--- src/rtl/garage_gate_sensor.sv ---
// Entry/exit lane sensor: synchronizes and debounces two light beams, tracks a vehicle
// through the beam pair, drives the barrier and emits park_in/park_out pulses.
// Optional passage timeout with sticky fault is built when GARAGE_GATE_TIMEOUT_EN is defined.
module garage_gate_sensor #(
    parameter int DEB_CYCLES     = 4,
    parameter int TIMEOUT_CYCLES = 1000
) (
    input  logic       clk,
    input  logic       reset,
    input  logic       beam_a,
    input  logic       beam_b,
    input  logic       full,
    input  logic       fault_clr,
    output logic       park_in,
    output logic       park_out,
    output logic       gate_open,
    output logic       deny,
    output logic       fault,
    output logic [2:0] state
);

    localparam logic [2:0] IDLE = 3'd0;
    localparam logic [2:0] IN1  = 3'd1;
    localparam logic [2:0] IN2  = 3'd2;
    localparam logic [2:0] IN3  = 3'd3;
    localparam logic [2:0] OUT1 = 3'd4;
    localparam logic [2:0] OUT2 = 3'd5;
    localparam logic [2:0] OUT3 = 3'd6;
    localparam logic [2:0] DENY = 3'd7;

    localparam int DEB_W = $clog2(DEB_CYCLES) + 1;

    // Bit 1 carries beam A (outer), bit 0 beam B (inner).
    logic [1:0] beam_raw;
    logic [1:0] beam_d;

    assign beam_raw = {beam_a, beam_b};

    genvar gi;
    generate
        for (gi = 0; gi < 2; gi++) begin : g_beam
            logic             meta_reg;
            logic             sync_reg;
            logic             deb_reg;
            logic [DEB_W-1:0] cnt_reg;

            always_ff @(posedge clk or posedge reset) begin
                if (reset) begin
                    meta_reg <= 1'b0;
                    sync_reg <= 1'b0;
                    deb_reg  <= 1'b0;
                    cnt_reg  <= '0;
                end else begin
                    meta_reg <= beam_raw[gi];
                    sync_reg <= meta_reg;
                    if (sync_reg == deb_reg) begin
                        cnt_reg <= '0;
                    end else if (cnt_reg == DEB_W'(DEB_CYCLES - 1)) begin
                        deb_reg <= sync_reg;
                        cnt_reg <= '0;
                    end else begin
                        cnt_reg <= cnt_reg + 1'b1;
                    end
                end
            end

            assign beam_d[gi] = deb_reg;
        end
    endgenerate

    logic [2:0] state_reg;
    logic [2:0] state_next;
    logic       park_in_reg;
    logic       park_in_next;
    logic       park_out_reg;
    logic       park_out_next;
    logic       active;
    logic       timeout_hit;

    assign active = (state_reg != IDLE) && (state_reg != DENY);

    always_comb begin
        state_next    = state_reg;
        park_in_next  = 1'b0;
        park_out_next = 1'b0;
        case (state_reg)
            IDLE: begin
                if (beam_d == 2'b10)      state_next = full ? DENY : IN1;
                else if (beam_d == 2'b01) state_next = OUT1;
            end
            IN1: begin
                if (beam_d == 2'b11)      state_next = IN2;
                else if (beam_d == 2'b01) state_next = IN3;
                else if (beam_d == 2'b00) state_next = IDLE;
            end
            IN2: begin
                if (beam_d == 2'b01)      state_next = IN3;
                else if (beam_d == 2'b10) state_next = IN1;
                else if (beam_d == 2'b00) state_next = IDLE;
            end
            IN3: begin
                if (beam_d == 2'b00) begin
                    state_next   = IDLE;
                    park_in_next = 1'b1;
                end else if (beam_d == 2'b11) begin
                    state_next = IN2;
                end else if (beam_d == 2'b10) begin
                    state_next = IN1;
                end
            end
            OUT1: begin
                if (beam_d == 2'b11)      state_next = OUT2;
                else if (beam_d == 2'b10) state_next = OUT3;
                else if (beam_d == 2'b00) state_next = IDLE;
            end
            OUT2: begin
                if (beam_d == 2'b10)      state_next = OUT3;
                else if (beam_d == 2'b01) state_next = OUT1;
                else if (beam_d == 2'b00) state_next = IDLE;
            end
            OUT3: begin
                if (beam_d == 2'b00) begin
                    state_next    = IDLE;
                    park_out_next = 1'b1;
                end else if (beam_d == 2'b11) begin
                    state_next = OUT2;
                end else if (beam_d == 2'b01) begin
                    state_next = OUT1;
                end
            end
            default: begin
                if (beam_d == 2'b00) state_next = IDLE;
            end
        endcase
        // A stalled passage is abandoned without an event.
        if (timeout_hit) begin
            state_next    = IDLE;
            park_in_next  = 1'b0;
            park_out_next = 1'b0;
        end
    end

`ifdef GARAGE_GATE_TIMEOUT_EN
    localparam int DWELL_W = $clog2(TIMEOUT_CYCLES) + 1;

    logic [DWELL_W-1:0] dwell_reg;
    logic               fault_reg;

    // Fires on the edge where the dwell count would reach TIMEOUT_CYCLES.
    assign timeout_hit = active && (dwell_reg == DWELL_W'(TIMEOUT_CYCLES - 1));

    always_ff @(posedge clk or posedge reset) begin
        if (reset) begin
            dwell_reg <= '0;
            fault_reg <= 1'b0;
        end else begin
            if ((state_next != state_reg) || !active) begin
                dwell_reg <= '0;
            end else if (dwell_reg != DWELL_W'(TIMEOUT_CYCLES)) begin
                dwell_reg <= dwell_reg + 1'b1;
            end
            if (timeout_hit) begin
                fault_reg <= 1'b1;
            end else if (fault_clr) begin
                fault_reg <= 1'b0;
            end
        end
    end

    assign fault = fault_reg;
`else
    localparam int unused_timeout_cycles = TIMEOUT_CYCLES;
    logic unused_fault_clr;

    assign unused_fault_clr = fault_clr;
    assign timeout_hit      = 1'b0;
    assign fault            = 1'b0;
`endif

    always_ff @(posedge clk or posedge reset) begin
        if (reset) begin
            state_reg    <= IDLE;
            park_in_reg  <= 1'b0;
            park_out_reg <= 1'b0;
        end else begin
            state_reg    <= state_next;
            park_in_reg  <= park_in_next;
            park_out_reg <= park_out_next;
        end
    end

    assign state     = state_reg;
    assign park_in   = park_in_reg;
    assign park_out  = park_out_reg;
    assign gate_open = active;
    assign deny      = (state_reg == DENY);

endmodule

--- config.mk ---
export PLATFORM = sky130hd
export DESIGN_NAME = garage_gate_sensor
export DESIGN_NICKNAME = d
export VERILOG_FILES = /design/src/rtl/garage_gate_sensor.sv
export SDC_FILE = /design/constraint.sdc
export NUM_CORES = 1
export LEC_CHECK = 0
export BUFFER_PORTS_ARGS = -buffer_cell sky130_fd_sc_hd__buf_2
export CAP_MARGIN = 20
export CORE_ASPECT_RATIO = 1.4
export CORE_MARGIN = 2
export CORE_UTILIZATION = 30
export DETAILED_ROUTE_END_ITERATION = 12
export PLACE_DENSITY = 0.49
export REMOVE_ABC_BUFFERS = 1
export SYNTH_ARGS = -nofsm -noshare
export SYNTH_HDL_FRONTEND = slang
export SYNTH_SLANG_ARGS = --single-unit
--- constraint.sdc ---
create_clock -name clk -period 2.2 [get_ports clk]
set_input_delay 0.11 -clock clk [delete_from_list [all_inputs] [get_ports clk]]
set_output_delay 0.11 -clock clk [all_outputs]
set_load 0.02 [all_outputs]
# Yosys cells after proc, flatten, opt, wreduce, memory -nomap -nowiden
# Cells that the tools add are included.
# word_totals
output_inout_bits,8
register_bits,17
# op_classes
bitwise_logic,2
mux,25
add_sub_neg,2
reduce_logical,6
n_eq_ne,16
# op_table
op,count
3-bit 2-to-1 mux,21
3-bit one-hot mux with 7 select lines,1
3-bit by 2-bit equality test with 1-bit output (second input constant),4
3-bit equality test (second input constant),4
3-bit by 1-bit adder with 3-bit output (second input constant),2
2-bit equality test (second input constant),2
4-bit != test (second input constant),1
2-bit AND reduction,2
3-bit by 1-bit equality test with 1-bit output (second input constant),1
3-bit zero test,1
1-bit 2-to-1 mux,3
3-bit != test (second input constant),1
3-bit nonzero test,1
1-bit equality test,2
2-bit by 1-bit equality test with 1-bit output (second input constant),1
2-bit zero test,1
1-bit inverter,2
1-bit logical AND,1

# Longest topological paths before layout
# Gate-level depths: netlist of run 1.
# depth
word_depth,5
depth_mapped,7
depth_no_buf,6

# Worst setup path before layout of run 1
# OpenSTA, ideal clock, no wires.
# synth_path
path_type,flip-flop to flip-flop
startpoint,reg g_beam[0].deb_reg
endpoint,"reg state_reg[1], in the netlist state[1]"
arrival_time_ns,1.723
setup_time_ns,0.080
stages_incl_launch_ff,8
slack_ns,0.397
required_ns,2.120
n_path_buf,1
path_cell_list,dfrtp_1 buf_2 inv_1 ha_1 or4b_1 o21ai_1 nand2_1 o211ai_2
# synth_between
elab_chain_len,5
# synth_lines
item,line_no,text
start: declaration,44,logic deb_reg;
start signal: assignment,59,deb_reg <= sync_reg;
2-bit by 1-bit equality test with 1-bit output / 2-bit zero test (equally long branches),--,
3-bit 2-to-1 mux,--,
3-bit 2-to-1 mux (on tied branches) (2 in a row),--,
3-bit one-hot mux with 7 select lines,86,case (state_reg)
end signal: assignment,186,state_reg <= state_next;
end: declaration,71,logic [2:0] state_reg;
# Several ways; a longest one is shown, not always the timed one.
# A chain may end at the register's enable or synchronous reset.

# Worst setup path after layout of run 1
# layout_path
startpoint,reg g_beam[1].deb_reg
endpoint,"reg state_reg[1], in the netlist state[1]"
# layout_between
elab_chain_len,5
# layout_lines
item,line_no
start: declaration,44
start signal: assignment,59
2-bit by 1-bit equality test with 1-bit output / 2-bit zero test (equally long branches),--
3-bit 2-to-1 mux,--
3-bit 2-to-1 mux (on tied branches) (2 in a row),--
3-bit one-hot mux with 7 select lines,86
# Several ways; a longest one is shown, not always the timed one.

==> summary.txt, run 1 <==
Run status
  – Status: finished, final reports clean

Synth
  – Largest family of logic cells by synthesized area: simple AND/OR/NAND/NOR gates
  – Sequential-to-total area share from yosys stat: ~45%
  – Mux share of post-synthesis cell area: 3.45%
  – Post-synthesis xor/xnor area fraction: approximately 1.9%
  – Yosys top cell area share: 45.2%
  – Syn_area_per_cell: 10.0 µm²
  – Ys async rst share: 100%
  – Cell count after synthesis: 94
  – Synth top area cells: dfrtp_1, ha_1, nor2b_1, nor3_1, nand2_1
  – Simple-Gate Fraction of Synth Area: between 10% and 20%
  – Mapped cell area: 942 µm²
  – Post-synth EDFFs: 0
  – Adder-Cell Fraction of Synth Area: 12.0%
  – Ys flop type: dfrtp_1
  – Yosys top cell by area: dfrtp_1
  – Yosys cell types: 32
  – Synth Warn #: 0
  – Synth Area in Compound Gates: 11.8%
  – Synthesized flop and latch total: 17

Run
  – Max-cap violations: 0

Clocking
  – CTS H-tree depth: 1
  – Root Buffer: clkbuf_8
  – Clk sinks: 17
  – Clock Path Buffers: 2
  – Worst-path clk slew: approximately 0.06 ns
  – CTS Buf Count: 3
  – Post-CTS setup buffers: 0
  – Clk Latency, worst-skew pair: around 0.25 ns
  – CTS tree: built
  – Hold buffers post-CTS: 3
  – Cts repair resizes: 0

Setup path
  – Crit-path slowest cell: or4b_1
  – Crit path buf inv count: 1
  – WP depth: 6
  – CP cell instances: inv_2 > ha_1 > or4b_1 > o21ai_1 > nand2_1 > o211ai_2
  – Startpoint Class: register
  – CP arrival: between 2 and 2.5 ns
  – Cell family with most CP delay: simple AND/OR/NAND/NOR gates
  – Crit Path Class: register to register
  – Critical path fanouts, max: 9
  – Reg2Reg Depth: 6
  – Reg-to-reg slack, setup: 0.36 ns
  – Crit. End Element: register
  – Critical path's largest stage delay: 0.52 ns
  – WP data required: between 2 and 2.5 ns

STA
  – Fin Clk Skew: 0.00230 ns
  – Worst Max-Slew Pin Slew: roughly 0.63 ns
  – Finish-stage setup viols: 0
  – Max Freq: 542 MHz
  – Final Cycle Share: between 80 and 90%
  – RSZ-0062 raised after global routing: no
  – Setup TNS: 0 ns
  – Worst relative slew slack: 58.2%
  – Slew Limit Fails: 0
  – Period minus WS final: 1.84 ns
  – Hold Vio Cnt, Final: 0

GRT
  – Vias in the first global route: ~660
  – GRT overflow: 0
  – Overall Global Routing Usage: 11.3%
  – First-pass GRT wire length: 3.10 mm
  – Initial antenna violation count: 0
  – Pin count of the biggest net entering global routing: 18

Hold path
  – Min-Delay Path Depth: 5
  – Worst hold path type: input pin to register

Final layout
  – Layout cells sized above 1: between 10% and 20%
  – Core Util, Final: 36.0%
  – Syn-to-layout area delta: 17.0%
  – # diodes: 0
  – Max reg flops: 6
  – # nets final: 125

Drt
  – Detail Route Antenna Nets: 0
  – Via count: 708
  – DRT iter0 DRCs: 21
  – Pre-Repair DR Iteration Count: 4
  – DRC: 0
  – Total routed wirelength: around 1.7 mm
  – WL/cell: 11.7 µm
  – Via-to-Cell Ratio: 4.78

Power and ir drop
  – Power per Cell Area: 1210 nW/µm²
  – Lkg Pwr: 0.515 nW
  – Worst vdd ir: 0.000499 V

Die
  – Die area: 3610 µm²
  – Die H: between 70 and 80 µm
  – # rows: 24
  – Core Area: 3060 µm²
  – Initial core utilization: 30.8%
  – Io pins: 14
  – Chip width: 51.4 µm

Placed design
  – DPL Wire Length: 1.26 mm
  – IO buf count: 11
  – GPL Wtd Cong: 0.789
-- Yosys cell counts (all sizes together), types with 2 or more instances --
cell type  count
ha             9
nor2           6
nand2          8
o211ai         3
nor3b          2
dfrtp         17
nor3           6
o21ai          5
inv            7
xnor2          2
buf            5
nor2b          6
a21oi          4
-- where the power goes --
part	total, mW	leakage (nW)	internal (mW)	switching [mW]
clock	0.229	0.0228	0.128	0.100
combinational	0.608	0.275	0.259	0.349
sequential	0.493	0.218	0.389	0.104
total	1.33	0.515	0.777	0.553
-- final cells by class --
type	instances	area, µm²
fillers	335	1960
multi-input cells	65	457
flip-flops and latches	17	425
clock buffers	4	45.0
inverters	7	26.3
repair buffers	16	100
well taps	39	48.8
-- cells in the final DEF, fill, tap and decap left out, types with 3 or more instances in the layout --
cell type	instances
clkbuf_8	3
o21ai_0	4
dfrtp_1	17
a21oi_1	4
nand2_1	8
nor3_1	6
dlygate4sd3_1	3
ha_1	9
nor2b_1	6
buf_2	11
nor2_1	6
inv_1	6
-- worst min-delay path, cell delays in order --
cell,delay [ns]
buf_2,0.07
nand2_1,0.05
o21ai_0,0.07
nand2_1,0.06
nand2_1,0.05
-- metal layers --
metal  share of wire [%]  track usage, %  wire length, µm  vias up
met5                   0               0                0        -
met4                 3.0            7.02               51        0
met3                 3.7            2.14               64        4
met2                  45            16.4              781       16
met1                  48            15.2              831      333
li1                    -               -                -      355
-- metrics by stage --
| step | hold WS (ns) | cells | cell area (µm²) | power (mW) | setup WS, ns |
|---|---|---|---|---|---|
| 3_5_place_dp | 0.219 | 141 | 1030 | 1.11 | 0.351 |
| 5_1_grt | 0.210 | 148 | 1100 | 1.47 | 0.188 |
| 3_3_place_gp | 0.214 | 141 | 1030 | 1.10 | 0.347 |
| 4_1_cts | 0.198 | 148 | 1100 | 1.35 | 0.343 |
| 2_1_floorplan | 0.0361 | 89 | 908 | 0.929 | 0.363 |
| 6_report | 0.191 | 148 | 1100 | 1.33 | 0.355 |
-- worst paths after layout --
check | startpoint | endpoint
setup / recovery | g_beam[1].deb_reg$_DFFE_PP0P_ | state[1]$_DFFE_PP0P_
hold / removal | full | state[2]$_DFFE_PP0P_
setup reg to reg | g_beam[1].deb_reg$_DFFE_PP0P_ | state[1]$_DFFE_PP0P_
hold reg to reg | g_beam[0].meta_reg$_DFF_PP0_ | g_beam[0].sync_reg$_DFF_PP0_
max in group asynchronous | reset | g_beam[1].cnt_reg[0]$_DFF_PP0_
min in group asynchronous | reset | g_beam[0].cnt_reg[1]$_DFF_PP0_
-- cells by family (layout without fill, tap and decap cells) --
logic type,count (synthesis),in the layout
adders and majority gates,9,9
muxes,2,2
DFF,17,17
AOI/OAI and AO/OA,17,17
and+or+nand+nor,34,34
buffers and inverters,12,27
xor gates and xnor gates,2,2
other,1,1
No activity file was read; power rests on OpenSTA's default activity.
==> run 2: changes to the inputs <==
--- a/config.mk
+++ b/config.mk
@@ -11,7 +11,7 @@
 export CORE_MARGIN = 2
 export CORE_UTILIZATION = 30
 export DETAILED_ROUTE_END_ITERATION = 12
-export PLACE_DENSITY = 0.49
+export PLACE_DENSITY = 0.51
 export REMOVE_ABC_BUFFERS = 1
 export SYNTH_ARGS = -nofsm -noshare
 export SYNTH_HDL_FRONTEND = slang
==> constraint.sdc (replaced) <==
create_clock -name clk -period 1.6 [get_ports clk]
set_input_delay 0.08 -clock clk [delete_from_list [all_inputs] [get_ports clk]]
set_output_delay 0.08 -clock clk [all_outputs]
set_load 0.02 [all_outputs]
==> run 2 against run 1 <==
  * Die area did not move
  * Global-route usage rose by 0.50 points
  * Non-clock buffer count is 13 higher
  * Largest power group unchanged
  * Utilization rose by 4.6 points
  * Combinational power is 89% higher
  * Largest cell class unchanged
  * The flow now finishes with violations (setup timing)
  * Critical path type unchanged
  * Critical endpoint unchanged
==> summary.txt, run 2 (synthesis results as in run 1) <==
Setup path
  – Crit Path Class: register to register
  – Crit. End Element: register
  – Critical path's largest stage delay: 0.46 ns (-0.06 ns)
  – Top cell by count, worst path: buf_4
  – WP data required: 1.77 ns (-0.61 ns)
  – Crit path buf inv count: 2 (+1)
  – Reg-to-reg slack, setup: -0.003 ns (-0.36 ns)
  – Cell family with most CP delay: multiplexers
  – Startpoint Class: register
  – Critical path fanouts, max: 9 (unchanged)
  – CP cell instances: buf_4 > buf_4 > ha_2 > nor2_1 > mux4_2 > o211ai_2
  – Crit-path slowest cell: mux4_2
  – CP arrival: 1.78 ns (-0.24 ns)

STA
  – Finish-stage setup viols: 1 (+1)
  – Final WS setup: -0.00324 ns (-0.358 ns)
  – Period minus WS final: 1.60 ns (-0.242 ns)
  – Slew Limit Fails: 0 (unchanged)
  – Fin Clk Skew: 0.00521 ns (+0.00291 ns)
  – Final Cycle Share: 100% (+16 points)
  – RSZ-0062 raised after global routing: yes
  – Worst Max-Slew Pin Slew: 0.642 ns (+0.0161 ns)
  – Worst relative slew slack: 57.1% (-1.1 points)
  – Max Freq: 624 MHz (+15%)
  – Setup TNS: -0.00324 ns (-0.00324 ns)
  – Hold Vio Cnt, Final: 0 (unchanged)

Final layout
  – Layout cells sized above 1: 34.4% (+17 points)
  – # diodes: 0 (unchanged)
  – Fillers: 336 (+0.30%)
  – Syn-to-layout area delta: 31.9%
  – Final Non-Filler Cells: 161 (+8.8%)
  – Finished layout cell area: 1240 µm² (+13%)
  – Highest-count cells in the layout ignoring fill and taps: dfrtp_1, buf_4, buf_2
  – Commonest non-fill, non-tap cell in the layout: dfrtp_1
  – Max reg flops: 6 (unchanged)
  – # nets final: 138 (+10%)

Clocking
  – CTS tree: built
  – Clk Latency, worst-skew pair: 0.25 ns (about the same)
  – CTS H-tree depth: 1 (unchanged)
  – Clock Path Buffers: 2 (unchanged)
  – CTS Buf Count: 3 (unchanged)
  – Clk sinks: 17 (unchanged)
  – Worst-path clk slew: 0.07 ns (about the same)
  – Root Buffer: clkbuf_8

GRT
  – GRT overflow: 0 (unchanged)
  – Pin count of the biggest net entering global routing: 18 (unchanged)
  – Initial antenna violation count: 0 (unchanged)
  – First-pass GRT wire length: 3.24 mm (+4.5%)
  – Overall Global Routing Usage: 11.8% (+0.50 points)
  – Vias in the first global route: 710 (+8.4%)

Drt
  – WL/cell: 11.6 µm (-0.94%)
  – Via count: 748 (+5.6%)
  – Detail Route Antenna Nets: 0 (unchanged)
  – Via-to-Cell Ratio: 4.65 (-2.9%)
  – DRT iter0 DRCs: 12 (-43%)
  – Pre-Repair DR Iteration Count: 4 (unchanged)
  – DRC: 0 (unchanged)
  – Total routed wirelength: 1.86 mm (+7.8%)

Power and ir drop
  – Sequential Power Share: 31.0% (-6.0 points)
  – Lkg Pwr: 0.582 nW (+13%)
  – Switching Fraction: 40.1% (-1.5 points)
  – Gate power share: 54.4% (+8.6 points)
  – NetSw: 0.850 mW (+54%)
  – Power per Cell Area: 1710 nW/µm² (+41%)
  – Int Power: 1.27 mW (+63%)
  – Clock power share: 14.7% (-2.5 points)
  – Worst vdd ir: 0.000756 V (+51%)

Placed design
  – DPL Wire Length: 1.38 mm (+9.4%)
  – IO buf count: 11 (unchanged)
  – GPL Wtd Cong: 0.747 (-5.3%)
  – Placement Setup Slack: -0.0255 ns (-0.376 ns)
  – Placed Cells: 151 (+7.1%)
  – Post-placement cell area: 1100 µm² (+7.3%)

Die
  – Chip width: 51.4 µm (unchanged)
  – Io pins: 14 (unchanged)
  – Die area: 3610 µm² (unchanged)
  – Die H: 70.3 µm (unchanged)
  – Initial core utilization: 30.8% (unchanged)
  – # rows: 24 (unchanged)
  – Core Area: 3060 µm² (unchanged)

Run status
  – Violated checks: setup timing
  – Status: finished with violations

Run
  – Max-cap violations: 0 (unchanged)

Hold path
  – Worst hold path type: input pin to register
==> run 2: what timing repair did <==
item                       CTS  global route
hold endpoints to repair    19             0
setup endpoints to repair    2             2
hold buffers                 3             0
pin swaps                    0             3
gates resized for setup      3             8
setup buffers                0             3
==> run 2: area by class of cell <==
cell class / count / area (µm²) / area share [%]
sequential: 17 / 427 / 34.3
tap: 39 / 48.8 / 3.93
inverter: 7 / 26.3 / 2.11
clock inverter: 1 / 5.00 / 0.403
clock buffer: 3 / 41.3 / 3.32
multi-input combinational: 65 / 497 / 40.0
timing repair buffer: 29 / 198 / 15.9
==> run 2: power by group through the flow <==
stage | Clock (mW) | Sequential (mW) | Combinational, mW
final | 0.311 | 0.657 | 1.15
after global routing | 0.343 | 0.674 | 1.29
after CTS | 0.325 | 0.653 | 1.06
after detailed placement | 0 | 0.658 | 1.03
after global placement | 0 | 0.652 | 1.02
after floorplan | 0 | 0.736 | 0.542
==> run 2: per-stage QoR <==
| step | hold slack [ns] | total power [mW] | utilization, % |
|---|---|---|---|
| detailed placement | 0.190 | 1.69 | 36.0 |
| global route | 0.240 | 2.31 | 40.6 |
| CTS | 0.189 | 2.04 | 38.7 |
| global placement | 0.188 | 1.67 | 36.0 |
| floorplan | 0.00607 | 1.28 | - |
| finish | 0.188 | 2.12 | 40.6 |
==> run 2: path summary, 6_finish.rpt <==
kind                                               start                             end  cells after the start
min                                                 full            state[2]$_DFFE_PP0P_                      5
max in group asynchronous                          reset   g_beam[1].deb_reg$_DFFE_PP0P_                      3
max                        g_beam[0].deb_reg$_DFFE_PP0P_            state[1]$_DFFE_PP0P_                      6
min in group asynchronous                          reset  g_beam[1].cnt_reg[2]$_DFF_PP0_                      3
max reg2reg                g_beam[0].deb_reg$_DFFE_PP0P_            state[1]$_DFFE_PP0P_                      6
min reg2reg                 g_beam[0].meta_reg$_DFF_PP0_    g_beam[0].sync_reg$_DFF_PP0_                      0
==> run 2: tightest hold or removal path: cells and delay by family <==
kind	cells	cell delay, ns
AOI/OAI and AO/OA	1	0.08
buffers and inverters	1	0.08
and+or+nand+nor	3	0.16
==> run 2: metal layers <==
metal | up-vias | wire length (µm) | track usage [%]
met5 | - | 0 | 0
met4 | 0 | 27 | 7.02
met3 | 2 | 21 | 1.28
met2 | 7 | 955 | 18.7
met1 | 359 | 856 | 15.2
li1 | 380 | - | -
